[src/rtl/mips_multicycle_control.sv]
// Multicycle control unit for the MIPS datapath.
//
// A registered state machine steps each instruction through fetch, decode, execute, memory and
// write-back cycles. The datapath strobes are decoded from the registered state and the IR
// contents. The only exceptions are pc_write/ir_write in FETCH, pc_write in BRANCH and
// instr_done in MEM_WR, which also depend on the current mem_ready or zero input.
// Memory accesses wait on mem_ready under a bounded wait counter. Illegal opcodes and memory
// timeouts park the machine in a sticky FAULT state that only reset leaves.
//
// Parameters:
//   ALUOP_W      width of alu_op (>= 5)
//   MEM_TIMEOUT  not-ready cycles allowed on one memory access (1..255)
// Ports:
//   clk, rst_n          rising-edge clock, asynchronous active-low reset
//   instr               IR contents, valid from DECODE onward
//   mem_ready           memory completes the current access on this edge
//   zero                ALU zero flag, used in BRANCH
//   pc_write .. link    single-bit datapath strobes
//   alu_src_b           00 reg, 01 const 4, 10 imm, 11 imm<<2
//   pc_source           00 ALU, 01 ALUOut, 10 jump target, 11 rs
//   alu_op              ALU operation code
//   state               current state (debug)
//   instr_done          pulse in an instruction's final cycle
//   fault               sticky error flag
module mips_multicycle_control #(
    parameter int unsigned ALUOP_W     = 5,
    parameter int unsigned MEM_TIMEOUT = 15
) (
    input  logic               clk,
    input  logic               rst_n,
    input  logic [31:0]        instr,
    input  logic               mem_ready,
    input  logic               zero,
    output logic               pc_write,
    output logic               ir_write,
    output logic               i_or_d,
    output logic               mem_read,
    output logic               mem_write,
    output logic               reg_dst,
    output logic               mem_to_reg,
    output logic               reg_write,
    output logic               alu_src_a,
    output logic               signed_or_not,
    output logic               link,
    output logic [1:0]         alu_src_b,
    output logic [1:0]         pc_source,
    output logic [ALUOP_W-1:0] alu_op,
    output logic [3:0]         state,
    output logic               instr_done,
    output logic               fault
);

    typedef enum logic [3:0] {
        StFetch   = 4'd0,
        StDecode  = 4'd1,
        StMemAddr = 4'd2,
        StMemRd   = 4'd3,
        StMemWb   = 4'd4,
        StMemWr   = 4'd5,
        StExec    = 4'd6,
        StRWb     = 4'd7,
        StBranch  = 4'd8,
        StJump    = 4'd9,
        StIExec   = 4'd10,
        StIWb     = 4'd11,
        StFault   = 4'd15
    } ctrlStateT;

    localparam logic [5:0] OpRType = 6'b000000;
    localparam logic [5:0] OpJ     = 6'b000010;
    localparam logic [5:0] OpJal   = 6'b000011;
    localparam logic [5:0] OpBeq   = 6'b000100;
    localparam logic [5:0] OpBne   = 6'b000101;
    localparam logic [5:0] OpAddi  = 6'b001000;
    localparam logic [5:0] OpAddiu = 6'b001001;
    localparam logic [5:0] OpSlti  = 6'b001010;
    localparam logic [5:0] OpAndi  = 6'b001100;
    localparam logic [5:0] OpOri   = 6'b001101;
    localparam logic [5:0] OpLui   = 6'b001111;
    localparam logic [5:0] OpLbu   = 6'b100100;
    localparam logic [5:0] OpLhu   = 6'b100101;
    localparam logic [5:0] OpLw    = 6'b100011;
    localparam logic [5:0] OpSb    = 6'b101000;
    localparam logic [5:0] OpSh    = 6'b101001;
    localparam logic [5:0] OpSw    = 6'b101011;
    localparam logic [5:0] FunctJr = 6'b001000;

    localparam logic [7:0] TimeoutVal = 8'(MEM_TIMEOUT);

    ctrlStateT   stateQ, stateD;
    logic [7:0]  waitCntQ, waitCntD;
    logic [7:0]  waitCntInc;
    logic [5:0]  opcode;
    logic [5:0]  funct;
    logic        isJr;
    logic        waitState;
    logic        timedOut;
    logic        signedImm;
    logic [4:0]  opAlu;
    logic        unusedInstr;

    assign opcode      = instr[31:26];
    assign funct       = instr[5:0];
    assign isJr        = (opcode == OpRType) && (funct == FunctJr);
    assign unusedInstr = ^instr[25:6];

    assign waitState  = (stateQ == StFetch) || (stateQ == StMemRd) || (stateQ == StMemWr);
    assign waitCntInc = waitCntQ + 8'd1;
    // This not-ready cycle is the MEM_TIMEOUT-th one: a ready on that cycle still completes.
    assign timedOut   = waitState && !mem_ready && (waitCntInc >= TimeoutVal);

    // Next state
    always_comb begin
        stateD = stateQ;
        case (stateQ)
            StFetch: if (mem_ready) stateD = StDecode;
            StDecode: begin
                case (opcode)
                    OpRType:                stateD = isJr ? StJump : StExec;
                    OpJ, OpJal:             stateD = StJump;
                    OpBeq, OpBne:           stateD = StBranch;
                    OpAddi, OpAddiu, OpAndi,
                    OpOri, OpSlti, OpLui:   stateD = StIExec;
                    OpLbu, OpLhu, OpLw,
                    OpSb, OpSh, OpSw:       stateD = StMemAddr;
                    default:                stateD = StFault;
                endcase
            end
            // Stores are 101xxx, loads 100xxx.
            StMemAddr: stateD = instr[29] ? StMemWr : StMemRd;
            StMemRd:   if (mem_ready) stateD = StMemWb;
            StMemWr:   if (mem_ready) stateD = StFetch;
            StExec:    stateD = StRWb;
            StIExec:   stateD = StIWb;
            StRWb, StIWb, StMemWb, StBranch, StJump: stateD = StFetch;
            StFault:   stateD = StFault;
            default:   stateD = StFault;
        endcase
        if (timedOut) stateD = StFault;
    end

    always_comb begin
        if (stateD != stateQ) begin
            waitCntD = 8'd0;
        end else if (waitState && !mem_ready) begin
            waitCntD = waitCntInc;
        end else begin
            waitCntD = waitCntQ;
        end
    end

    always_ff @(posedge clk or negedge rst_n) begin
        if (!rst_n) begin
            stateQ   <= StFetch;
            waitCntQ <= 8'd0;
        end else begin
            stateQ   <= stateD;
            waitCntQ <= waitCntD;
        end
    end

    // Per-opcode ALU operation, used in every state after DECODE.
    always_comb begin
        case (opcode)
            OpRType: opAlu = 5'd0;
            OpAddi:  opAlu = 5'd1;
            OpAddiu: opAlu = 5'd2;
            OpAndi:  opAlu = 5'd3;
            OpBeq:   opAlu = 5'd4;
            OpBne:   opAlu = 5'd5;
            OpJ:     opAlu = 5'd6;
            OpJal:   opAlu = 5'd7;
            OpLbu:   opAlu = 5'd8;
            OpLhu:   opAlu = 5'd9;
            OpLui:   opAlu = 5'd10;
            OpLw:    opAlu = 5'd11;
            OpOri:   opAlu = 5'd12;
            OpSlti:  opAlu = 5'd13;
            OpSb:    opAlu = 5'd15;
            OpSh:    opAlu = 5'd16;
            OpSw:    opAlu = 5'd17;
            default: opAlu = 5'd0;
        endcase
    end

    assign signedImm = (opcode == OpAddi) || (opcode == OpAndi) || (opcode == OpLui) ||
                       (opcode == OpOri) || (opcode == OpSlti);

    // Output decode
    always_comb begin
        pc_write      = 1'b0;
        ir_write      = 1'b0;
        i_or_d        = 1'b0;
        mem_read      = 1'b0;
        mem_write     = 1'b0;
        reg_dst       = 1'b0;
        mem_to_reg    = 1'b0;
        reg_write     = 1'b0;
        alu_src_a     = 1'b0;
        signed_or_not = 1'b0;
        link          = 1'b0;
        alu_src_b     = 2'b00;
        pc_source     = 2'b00;
        alu_op        = ALUOP_W'(opAlu);
        instr_done    = 1'b0;
        fault         = 1'b0;
        case (stateQ)
            StFetch: begin
                mem_read  = 1'b1;
                alu_src_b = 2'b01;
                alu_op    = ALUOP_W'(5'd2);
                pc_write  = mem_ready;
                ir_write  = mem_ready;
            end
            StDecode: begin
                alu_src_b = 2'b11;
                alu_op    = ALUOP_W'(5'd2);
            end
            StMemAddr: begin
                alu_src_a = 1'b1;
                alu_src_b = 2'b10;
            end
            StMemRd: begin
                mem_read = 1'b1;
                i_or_d   = 1'b1;
            end
            StMemWb: begin
                mem_to_reg = 1'b1;
                reg_write  = 1'b1;
                instr_done = 1'b1;
            end
            StMemWr: begin
                mem_write  = 1'b1;
                i_or_d     = 1'b1;
                instr_done = mem_ready;
            end
            StExec: begin
                alu_src_a = 1'b1;
            end
            StRWb: begin
                reg_dst    = 1'b1;
                reg_write  = 1'b1;
                instr_done = 1'b1;
            end
            StBranch: begin
                alu_src_a  = 1'b1;
                pc_source  = 2'b01;
                instr_done = 1'b1;
                pc_write   = ((opcode == OpBeq) && zero) || ((opcode == OpBne) && !zero);
            end
            StJump: begin
                pc_write   = 1'b1;
                instr_done = 1'b1;
                pc_source  = isJr ? 2'b11 : 2'b10;
                if (opcode == OpJal) begin
                    link      = 1'b1;
                    reg_write = 1'b1;
                end
            end
            StIExec: begin
                alu_src_a     = 1'b1;
                alu_src_b     = 2'b10;
                signed_or_not = signedImm;
            end
            StIWb: begin
                reg_write     = 1'b1;
                instr_done    = 1'b1;
                signed_or_not = signedImm;
            end
            StFault: begin
                alu_op = '0;
                fault  = 1'b1;
            end
            default: begin
                alu_op = '0;
            end
        endcase
    end

    assign state = stateQ;

endmodule
[config.mk]
export PLATFORM = sky130hd
export DESIGN_NAME = mips_multicycle_control
export DESIGN_NICKNAME = d
export VERILOG_FILES = /design/src/rtl/mips_multicycle_control.sv
export SDC_FILE = /design/constraint.sdc
export NUM_CORES = 1
export LEC_CHECK = 0
export CAP_MARGIN = 10
export CORE_MARGIN = 1
export CORE_UTILIZATION = 45
export DETAILED_ROUTE_END_ITERATION = 8
export GPL_TIMING_DRIVEN = 0
export PLACE_DENSITY = 0.81
export SYNTH_ARGS = -nofsm -noshare
export SYNTH_HDL_FRONTEND = slang
export SYNTH_SLANG_ARGS = --single-unit
[constraint.sdc]
create_clock -name clk -period 3 [get_ports clk]
set_input_delay 0.45 -clock clk [delete_from_list [all_inputs] [get_ports clk]]
set_output_delay 0.45 -clock clk [all_outputs]
set_load 0.01 [all_outputs]
==> metrics.txt, run 1 <==
die width 63.4 µm; CTS Root Cell clkbuf_8; TritonRoute pass-1 iters 4; crit path max fanout 9; critical path data required time 2550 ps; measured slew at the worst slew-check pin 701 ps; relative slew slack 0.532; worst skew pair latency 240 ps; TNS Setup 0 ps; Starting Density 0.490; Startpoint Class input port; crit path capture type primary output; Sequential Power Share 0.402; antenna viol nets, final 0; IO Pins 62; Synth warnings 0; dpl hpwl 3400 µm; post-CTS repair timing setup buffer count 0; Chip Height 63.4 µm; data arrival time of the critical path 2460 ps; DRT iter0 DRCs 160; P_int 296 µW; Crit Path Category in2out; DR vias 1912; status complete, no violations; Hold Crit Class in2async; worst r2r src waitCntQ[1]; vias in the first global route 1640; worst reg-to-reg setup slack 580 ps; CTS tree yes; Post-CTS Hold Fix Bufs 0; Clock Tree Buf Depth 2; GRT Total Usage 0.230; Post-Layout Cell Count 316; Clock Power Share 0.355; Core Area 3470 µm²; Post-synth EDFFs 0; initial antenna violation count 0; TritonCTS buffer count 3; Fin. Hold Viols 0; Synth cell types 64; FMAX 343 MHz; synthesized area 1700 µm²; largest net degree at the start of global routing 13; max-slew violations 0; WL final 4680 µm; Post-synth ARST share 1.00; Setup Viol. Count Final 0; syn avg cell area 7.42 µm²; clock sink count 12; sequential-to-total area share from yosys stat 0.177; Net Sw Power 107 µW; via/cell ratio 6.05; Tmin final 2910 ps; Comb power frac 0.243; GR Overflow Total 0; Max Cap Viol 0; maximum vdd drop 95.2 µV; WL/cell 14.8 µm; H-tree depth 1; syn_nets 272; Post-Place Cells 315; Diodes inserted 0; Final Cycle Share 0.971; global-route wire length before repair 7570 µm; Worst Reg-to-Reg Cells 7; synthesized flop and latch total 12; die footprint 4030 µm²; cells after synthesis 229; fraction of layout cells with a size suffix above 1 0.148; power per cell area 176 nW/µm²; Clock Skew 5.00 ps; CTS clk-pin slew, worst paths 50 ps; drt drc 0; Sw Ratio 0.266; port bufs 40; area growth from synthesis to layout 34.8%; Final nets 315; Synth Flop Type dfrtp_1; GP Congestion 0.924; cell row count 21; worst r2r dst waitCntQ[3]; Pleak 0.000852 µW
==> cells by family (layout without fill, tap and decap cells) <==
group	after synthesis	in the layout	synth area share
simple gates	108	108	0.359
compound gates	61	61	0.268
buf+inv	28	69	0.0729
flops	12	12	0.177
xor+xnor	9	9	0.0464
fa+ha+maj	7	7	0.0515
mux	4	4	0.0250
==> per-layer routing <==
metal,vias up,global-route usage,wire length (µm)
li1,937,-,-
met1,880,0.344,2160
met2,84,0.355,2210
met3,11,0.0163,254
met4,0,0.0511,57
met5,-,0,0
==> worst max-delay path, cell delays in order <==
cell             delay [ps]
clkdlybuf4s50_1         550
or3_1                   430
nor4_2                  340
or3_1                   160
clkdlybuf4s50_1         530
==> flip-flops by register name (all words and copies together) (netlist names) <==
signal,flops
state,4
waitCntQ,8
==> synthesized netlist by cell type, drive strengths merged, types with 2 or more instances <==
cell | count | area share
nand2 | 22 | 0.049
nor2 | 17 | 0.038
a21oi | 16 | 0.047
nand4 | 13 | 0.055
dfrtp | 12 | 0.18
inv | 12 | 0.027
nor3 | 11 | 0.035
a31oi | 9 | 0.042
buf | 9 | 0.031
o21ai | 9 | 0.027
xnor2 | 9 | 0.046
nand3 | 8 | 0.024
clkbuf | 7 | 0.015
ha | 7 | 0.052
nor3b | 7 | 0.031
nand2b | 4 | 0.015
nor2b | 4 | 0.015
or3 | 4 | 0.015
a211oi | 3 | 0.013
a31o | 3 | 0.015
and2 | 3 | 0.013
a2111oi | 2 | 0.021
a211o | 2 | 0.010
a21boi | 2 | 0.011
mux2 | 2 | 0.013
mux2i | 2 | 0.012
nand3b | 2 | 0.0088
nand4b | 2 | 0.010
nor4 | 2 | 0.0074
nor4b | 2 | 0.010
==> how the worst max path moves through the flow <==
stage                    from   endpoint  slack, ps  cells past startpoint
finish              instr[30]  reg_write         90                      5
global route        instr[30]  reg_write         -4                      5
CTS                 instr[27]  alu_op[3]        -40                      9
detailed placement  instr[28]  alu_op[2]       -490                      9
global placement    instr[28]  alu_op[2]       -480                      9
floorplan            state[3]  reg_write        650                      5
==> power groups by stage <==
stage | logic [µW] | clock network, µW | registers, µW
6_report | 97.9 | 143 | 162
5_1_grt | 106 | 158 | 162
4_1_cts | 87.3 | 146 | 162
3_5_place_dp | 82.7 | 0 | 165
3_3_place_gp | 82.6 | 0 | 165
2_1_floorplan | 46.7 | 0 | 165
==> area by class of cell <==
type	instances	area (µm²)
multi-input cells	189	1350
fillers	321	1180
repair buffers	40	404
flip-flops and latches	12	300
plain buffers	14	96.3
well taps	46	57.6
inverters	12	45.0
clock buffers	3	41.3
==> what timing repair did <==
| item | in CTS | in global routing |
|---|---|---|
| pin swaps | 1 | 0 |
| endpoints found under the hold margin | 0 | 0 |
| setup endpoints to repair | 9 | 9 |
| gates cloned | 0 | 0 |
| resized for setup | 13 | 18 |
==> per-stage QoR <==
step                      hold slack (ps)  total power (µW)  utilization  area (µm²)  worst slack (ps)
after floorplan                       154               212            -        1700               649
after global placement                612               247        0.622        2160              -485
after detailed placement              623               248        0.622        2160              -495
after CTS                             581               396        0.643        2230             -43.8
after global routing                  600               426        0.661        2290             -4.34
final                                 569               403        0.661        2290              85.7
==> cell usage in the layout, fill, tap and decap left out, types with 4 or more instances in the layout <==
| master | count |
|---|---|
| a31oi_1 | 8 |
| inv_1 | 9 |
| nor2_1 | 17 |
| nor3b_1 | 7 |
| nor3_1 | 8 |
| or3_1 | 4 |
| nand2_1 | 22 |
| buf_2 | 5 |
| nand3_1 | 8 |
| nand2b_1 | 4 |
| xnor2_1 | 9 |
| nand4_1 | 11 |
| o21ai_0 | 7 |
| clkbuf_8 | 5 |
| dfrtp_1 | 12 |
| a21oi_1 | 16 |
| clkdlybuf4s50_1 | 37 |
No activity file was read; power rests on OpenSTA's default activity.
==> inputs of run 2 (changes only) <==
==> constraint.sdc (replaced) <==
create_clock -name clk -period 3.1 [get_ports clk]
set_input_delay 0.465 -clock clk [delete_from_list [all_inputs] [get_ports clk]]
set_output_delay 0.465 -clock clk [all_outputs]
set_load 0.005 [all_outputs]
==> metrics.txt, run 2 (synthesized netlist as in run 1, its figures left out) <==
Clock Power Share 0.358 (was 0.355); global-route wire length before repair 7580 µm (was 7570 µm); critical path data required time 2630 ps (was 2550 ps); Clock Skew 4.08 ps (was 5.00 ps); area of placed instances 2160 µm² (unchanged); port bufs 40 (unchanged); Startpoint Class input port (unchanged); hold_ws 581 ps (was 569 ps); via/cell ratio 5.96 (was 6.05); largest reg by FF count waitCntQ (unchanged); TritonCTS buffer count 3 (unchanged); met2 WL 2140 µm (was 2210 µm); most common cell after layout, fill and taps aside clkdlybuf4s50_1 (unchanged); WL final 4520 µm (was 4680 µm); H-tree depth 1 (unchanged); fraction of layout cells with a size suffix above 1 0.152 (was 0.148); Final nets 315 (unchanged); clock sink count 12 (unchanged); Pleak 0.000843 µW (was 0.000852 µW); DRT iter0 DRCs 141 (was 160); die width 63.4 µm (unchanged); Post-CTS Hold Fix Bufs 0 (unchanged); dpl hpwl 3400 µm (unchanged); Hold Crit Class in2async (unchanged); Final Cycle Share 0.963; WL/cell 14.3 µm (was 14.8 µm); relative slew slack 0.533 (was 0.532); Net Sw Power 101 µW (was 107 µW); DR vias 1882 (was 1912); Comb power frac 0.234 (was 0.243); highest-count cells in the layout ignoring fill and taps 38 x clkdlybuf4s50_1, 22 x nand2_1, 17 x nor2_1, 16 x a21oi_1, 12 x dfrtp_1 (was 37 x clkdlybuf4s50_1, 22 x nand2_1, 17 x nor2_1, 16 x a21oi_1, 12 x dfrtp_1); power per cell area 170 nW/µm² (was 176 nW/µm²); initial antenna violation count 0 (unchanged); crit path max fanout 10 (was 9); Sequential Power Share 0.407 (was 0.402); Starting Density 0.490 (unchanged); CTS tree yes (unchanged); TritonRoute pass-1 iters 4 (unchanged); largest net degree at the start of global routing 13 (unchanged); die footprint 4030 µm² (unchanged); CTS clk-pin slew, worst paths 50 ps (about the same); WL met3 198 µm (was 254 µm); Clock Tree Buf Depth 2 (unchanged); GP Congestion 0.924 (unchanged); P_int 285 µW (was 296 µW); crit path capture type primary output (unchanged); Tmin final 2990 ps; antenna viol nets, final 0 (unchanged); measured slew at the worst slew-check pin 700 ps (was 701 ps); Fin. Hold Viols 0 (unchanged); GRT Total Usage 0.231 (was 0.230); drt drc 0 (unchanged); Setup Viol. Count Final 0 (unchanged); area growth from synthesis to layout 33.4% (was 34.8%); Max Used Layer met4 (unchanged); IO Pins 62 (unchanged); fin area 2270 µm² (was 2290 µm²); cell row count 21 (unchanged); Largest register FFs 8 (unchanged); CTS Root Cell clkbuf_8 (unchanged); Sw Ratio 0.261 (was 0.266); worst skew pair latency 240 ps (about the same); vias in the first global route 1638 (was 1640); Max Cap Viol 0 (unchanged); Core Area 3470 µm² (unchanged); maximum vdd drop 91.7 µV (was 95.2 µV); max-slew violations 0 (unchanged); status complete, no violations (unchanged); FILL cells 330 (was 321); GR Overflow Total 0 (unchanged); Crit Path Category in2out (unchanged); FMAX 335 MHz; Chip Height 63.4 µm (unchanged); Diodes inserted 0 (unchanged); met1 WL 2160 µm (about the same); data arrival time of the critical path 2520 ps (was 2460 ps); post-CTS repair timing setup buffer count 0 (unchanged)
run 2: changes by cell type in the layout (fill, tap and decap cells not counted), sizes merged:
cell / before / now
clkdlybuf4s50: 37 / 38
dlygate4sd2: 1 / 0
clkbuf: 8 / 7
buf: 9 / 10
run 2: what timing repair did:
| item | CTS | global route |
|---|---|---|
| endpoints found under the setup margin | 8 | 8 |
| cloned | 0 | 0 |
| resized for setup | 7 | 19 |
| pin swaps | 1 | 1 |
run 2: per-layer routing:
metal,GRT usage,vias to the layer above
met1,0.346,882
met4,0.0511,0
met3,0.0163,4
li1,-,938
met5,0,-
met2,0.355,58
run 2: path summary, 6_finish.rpt:
kind / from / endpoint / slack, ps / depth (start not counted)
max reg2reg: waitCntQ[0] / waitCntQ[3] / 690 / 7
min: rst_n / state[1] / 580 / 1
min in group clk: waitCntQ[7] / waitCntQ[7] / 640 / 3
max in group asynchronous: rst_n / waitCntQ[5] / 2160 / 1
min reg2reg: waitCntQ[7] / waitCntQ[7] / 640 / 3
max: instr[29] / alu_op[2] / 110 / 7
run 2: cell type report:
cell class / instances / area [µm²] / share of cell area
timing repair buffer: 40 / 405 / 0.179
clock buffer: 3 / 41.3 / 0.0182
inverter: 12 / 45.0 / 0.0199
tap: 46 / 57.6 / 0.0254
multi-input combinational: 189 / 1330 / 0.588
sequential: 12 / 300 / 0.132
buffer: 14 / 85.1 / 0.0375
run 2: critical path, stage by stage:
cell and delay, ps:
clkdlybuf4s50_1 600, buf_2 280, inv_2 100, a2111oi_0 390
a31oi_1 90, nor2_1 100, clkdlybuf4s50_1 500
run 2: stage by stage:
stage          cells  setup WS [ps]  total power [µW]  utilization  setup TNS, ps
2_1_floorplan    229            845               205            -              0
3_3_place_gp     315           -379               239        0.622           -985
3_5_place_dp     315           -389               240        0.622           -968
4_1_cts          317           5.55               381        0.638              0
5_1_grt          316          -8.59               408        0.654          -8.59
6_report         316            113               385        0.654              0
run 2: power groups by stage:
stage	combinational, µW	sequential (µW)	clock, µW
2_1_floorplan	45.2	160	0
3_3_place_gp	80.0	159	0
3_5_place_dp	80.0	159	0
4_1_cts	82.2	157	141
5_1_grt	98.8	157	153
6_report	90.3	157	138
